$ cat src/rtl/univ_shift_reg_burst.sv
// Universal shift register with per-cycle modes and a counted burst mode.
// A burst latches one shift-type op and repeats it 1..2**CNT_W-1 times, then pulses done.
module univ_shift_reg_burst #(
    parameter int WIDTH = 8,
    parameter int CNT_W = 4
) (
    input  logic             clk,
    input  logic             rst_n,
    input  logic [2:0]       mode,
    input  logic [WIDTH-1:0] din,
    input  logic             sin,
    input  logic             start,
    input  logic [CNT_W-1:0] cnt,
    output logic [WIDTH-1:0] dout,
    output logic             sout_l,
    output logic             sout_r,
    output logic             busy,
    output logic             done
);

    localparam logic [2:0] M_HOLD = 3'b000;
    localparam logic [2:0] M_LOAD = 3'b001;
    localparam logic [2:0] M_SHL  = 3'b010;
    localparam logic [2:0] M_SHR  = 3'b011;
    localparam logic [2:0] M_ROL  = 3'b100;
    localparam logic [2:0] M_ROR  = 3'b101;
    localparam logic [2:0] M_ASR  = 3'b110;
    localparam logic [2:0] M_CLR  = 3'b111;

    typedef enum logic {IDLE, RUN} state_t;

    state_t           state, state_d;
    logic [2:0]       op_q, op_d;
    logic [CNT_W-1:0] rem_q, rem_d;
    logic [WIDTH-1:0] data_q, data_d;
    logic             done_q, done_d;

    function automatic logic [WIDTH-1:0] apply_op(input logic [2:0] op,
                                                  input logic [WIDTH-1:0] d,
                                                  input logic [WIDTH-1:0] ld,
                                                  input logic s);
        logic [WIDTH-1:0] r;
        case (op)
            M_LOAD:  r = ld;
            M_SHL:   r = {d[WIDTH-2:0], s};
            M_SHR:   r = {s, d[WIDTH-1:1]};
            M_ROL:   r = {d[WIDTH-2:0], d[WIDTH-1]};
            M_ROR:   r = {d[0], d[WIDTH-1:1]};
            M_ASR:   r = {d[WIDTH-1], d[WIDTH-1:1]};
            M_CLR:   r = '0;
            default: r = d;
        endcase
        return r;
    endfunction

    // Only the shift/rotate family (SHL..ASR) may be run as a burst.
    function automatic logic is_burst_op(input logic [2:0] op);
        return (op >= M_SHL) && (op <= M_ASR);
    endfunction

    always_comb begin
        state_d = state;
        op_d    = op_q;
        rem_d   = rem_q;
        data_d  = data_q;
        done_d  = 1'b0;
        case (state)
            IDLE: begin
                if (start && is_burst_op(mode)) begin
                    op_d = mode;
                    if (cnt != '0) begin
                        data_d = apply_op(mode, data_q, din, sin);
                        rem_d  = cnt - CNT_W'(1);
                        if (cnt > CNT_W'(1)) state_d = RUN;
                        else                 done_d  = 1'b1;
                    end else begin
                        done_d = 1'b1;
                    end
                end else begin
                    data_d = apply_op(mode, data_q, din, sin);
                end
            end
            RUN: begin
                // Inputs other than sin are ignored until the burst drains.
                data_d = apply_op(op_q, data_q, din, sin);
                rem_d  = rem_q - CNT_W'(1);
                if (rem_q == CNT_W'(1)) begin
                    state_d = IDLE;
                    done_d  = 1'b1;
                end
            end
            default: state_d = IDLE;
        endcase
    end

    always_ff @(posedge clk or negedge rst_n) begin
        if (!rst_n) begin
            state  <= IDLE;
            op_q   <= M_HOLD;
            rem_q  <= '0;
            data_q <= '0;
            done_q <= 1'b0;
        end else begin
            state  <= state_d;
            op_q   <= op_d;
            rem_q  <= rem_d;
            data_q <= data_d;
            done_q <= done_d;
        end
    end

    assign dout   = data_q;
    assign sout_l = data_q[WIDTH-1];
    assign sout_r = data_q[0];
    assign busy   = (state == RUN);
    assign done   = done_q;

endmodule

$ cat config.mk
export PLATFORM = sky130hd
export DESIGN_NAME = univ_shift_reg_burst
export DESIGN_NICKNAME = d
export VERILOG_FILES = /design/src/rtl/univ_shift_reg_burst.sv
export SDC_FILE = /design/constraint.sdc
export NUM_CORES = 1
export LEC_CHECK = 0
export ABC_AREA = 1
export CELL_PAD_IN_SITES_DETAIL_PLACEMENT = 1
export CELL_PAD_IN_SITES_GLOBAL_PLACEMENT = 1
export CORE_MARGIN = 2
export CORE_UTILIZATION = 39
export CTS_CLUSTER_DIAMETER = 30
export DETAILED_ROUTE_END_ITERATION = 6
export PLACE_DENSITY_LB_ADDON = 0.1
export SETUP_SLACK_MARGIN = 0.5
export SYNTH_ARGS = -nofsm -noshare
export SYNTH_HDL_FRONTEND = slang
export SYNTH_SLANG_ARGS = --single-unit
export TNS_END_PERCENT = 50
$ cat constraint.sdc
create_clock -name clk -period 1.8 [get_ports clk]
set_input_delay 0.54 -clock clk [delete_from_list [all_inputs] [get_ports clk]]
set_output_delay 0.54 -clock clk [all_outputs]
set_load 0.1 [all_outputs]
==> impl_results.md <==
- Status: finished clean
- Fmax: 652 MHz
- Clock latency on the worst-skew pair: 0.27 ns
- Power density over the cells: 2030 nW/µm²
- Initial antenna violation count: 0
- Die height: 68.5 µm
- Row count: 23
- CP Data Required Time: between 1 and 1.5 ns
- Post-synth cell types: 25
- Vias: 2079
- Fin cells: 369
- Critical path buffers and inverters: 1
- Hold Path Class: reg -> reg
- Critical path class: reg -> out
- Ys Warns: 0
- H-tree levels: 1
- Clock skew: 0.00790 ns
- Gp weighted congestion: 0.814
- Hold Buf Count CTS: 0
- Crit path largest cell delay: 0.53 ns
- Unrepaired setup endpoints after global routing: true
- Final max-slew violation count: 0
- Nature of the critical path startpoint: flip-flop
- Pin count of the biggest net entering global routing: 18
- VDD IR max: 0.00125 V
- Reg clk slew, reported paths: 0.09 ns
- Fin Hold WS: 0.513 ns
- Post-DP HPWL: 4070 µm
- CTS tree: yes
- Fin crit share: 0.852
- Most frequent cells in the layout: nand2_1 (70), nand2_2 (25), inv_1 (20)
- Detailed-route DRC error count: 0
- Max Root-Sink Buffers: 2
- Area grow syn2layout: 65.9%
- Total I/O pin count: 31
- Die Wd: 68.5 µm
- Diode count: 0
- Worst slew margin: 0.802
- Slew at the pin closest to its max-slew limit: 0.297 ns
- Syn Area/Cell: 6.32 µm²
- CTS root buf: clkbuf_8
- Crit Path Max Fanout: 4
- Slowest CP cell: dfrtp_4
- Layout cells sized above 1: 0.411
- Vias per Instance: 5.63
- CP cell instances: buf_12
- Number of synthesized register bits: 17
- Drt wl/cell: around 21 µm
- Most common cell after layout, fill and taps aside: nand2_1
- Nets: 344
- Delay-heaviest family, CP: flip-flops
- Drt pass-1 iters: 4
- Core area: 4000 µm²
- Detailed Route WL: ~7700 µm
- Cell taking the most area after synthesis: dfrtp_1
- Max cap viols: 0
- First-pass GRT wire length: 12000 µm
- DIE AREA: 4700 µm²
- Total grt overflow: 0
- Port Buffers: 30
- P_leak: 1.36 nW
- Final Cell Area: 2690 µm²
- Final hold viol count: 0
- Placed Area: 2200 µm²
- Sequential fraction of the synthesis area: 0.262
- CP arrival: 0.99 ns
- Vias in the first global route: ~2300
- Top cells by area, synth: dfrtp_1 (26%), nand2_1 (22%), nand3_1 (6.8%)
- 1st-iter DRT viols: 76
- # placed instances: 345
- Mapped Area: 1620 µm²
- Initial core utilization: 0.406
- Final antenna-violating net count: 0
- Setup TNS: 0 ns
- Gr usage total: 0.355
- Instance count of the mapped netlist: 257
- Number of CTS-inserted buffers: 3
- Yosys top cell area share: 0.262
- Clock sinks: 17
- Crit. End Element: primary output
- Post-layout min period: 1.53 ns
- Mapped Nets: 281
- Endpoints failing setup: 0
## through the flow
step	total power [mW]	utilization	setup WS [ns]
floorplan	3.27	-	0.337
detailed placement	4.30	0.551	-0.273
global placement	4.21	0.551	-0.243
finish	5.46	0.673	0.266
global route	5.72	0.673	0.236
CTS	5.03	0.656	0.287
## path summary, 6_finish.rpt
check / startpoint / end / slack (ns) / depth (start not counted)
max in group asynchronous: rst_n / dout[0] / 0.97 / 2
max reg2reg: busy / dout[6] / 0.32 / 8
max: dout[7] / dout[7] / 0.27 / 1
min reg2reg: rem_q[3] / rem_q[3] / 0.51 / 2
min in group asynchronous: rst_n / op_q[1] / 0.59 / 2
min: rem_q[3] / rem_q[3] / 0.51 / 2
## flip-flops by register name, summed over array words and instances, names as in the netlist
signal and count:
busy 1, done 1, dout 8, op_q 3, rem_q 4
## final cells by class
| type | count | area (µm²) |
|---|---|---|
| multi-input cells | 199 | 1190 |
| clock inverters | 1 | 7.51 |
| clock buffers | 3 | 41.3 |
| flip-flops and latches | 17 | 447 |
| inverters | 32 | 145 |
| well taps | 50 | 62.6 |
| fillers | 484 | 1310 |
| repair buffers | 67 | 798 |
## synthesized netlist by cell type
master,number
nand2_1,97
inv_1,28
nand3_1,22
a21oi_1,19
dfrtp_1,17
nor2_1,15
o21ai_0,13
a31oi_1,7
ha_1,5
nand2_4,5
buf_2,3
buf_4,3
inv_2,3
nand3_2,3
xor2_1,3
buf_6,2
nand2_2,2
nor2_4,2
o211ai_1,2
clkbuf_1,1
inv_4,1
nor2_8,1
o21ai_1,1
o21bai_4,1
xnor2_1,1
## routing by layer
layer,vias to the layer above,part of all wire,global-route usage
met5,-,0,0
met2,104,0.50,0.605
met3,33,0.092,0.0925
li1,938,-,-
met4,0,0.039,0.170
met1,1004,0.37,0.411
## timing repair
action | 4_1_cts | 5_1_grt
pin swaps | 22 | 11
setup buffers | 16 | 3
cloned | 1 | 0
setup endpoints to repair | 29 | 29
gates resized for setup | 84 | 18
## report_power, final
group	internal [mW]	leakage, nW	switching, mW
clock network	0.157	0.0217	0.175
registers	0.615	0.196	0.388
logic	1.47	1.14	2.65
total	2.24	1.36	3.22
## cells by family (layout without fill, tap and decap cells)
| logic type | Yosys count | after routing | share of synthesized area |
|---|---|---|---|
| compound gates | 43 | 43 | 0.149 |
| xor+xnor | 4 | 4 | 0.0216 |
| fa+ha+maj | 5 | 5 | 0.0385 |
| buf+inv | 41 | 103 | 0.115 |
| flops | 17 | 17 | 0.262 |
| simple gates | 147 | 147 | 0.414 |
(Power assumes the default switching activity.)
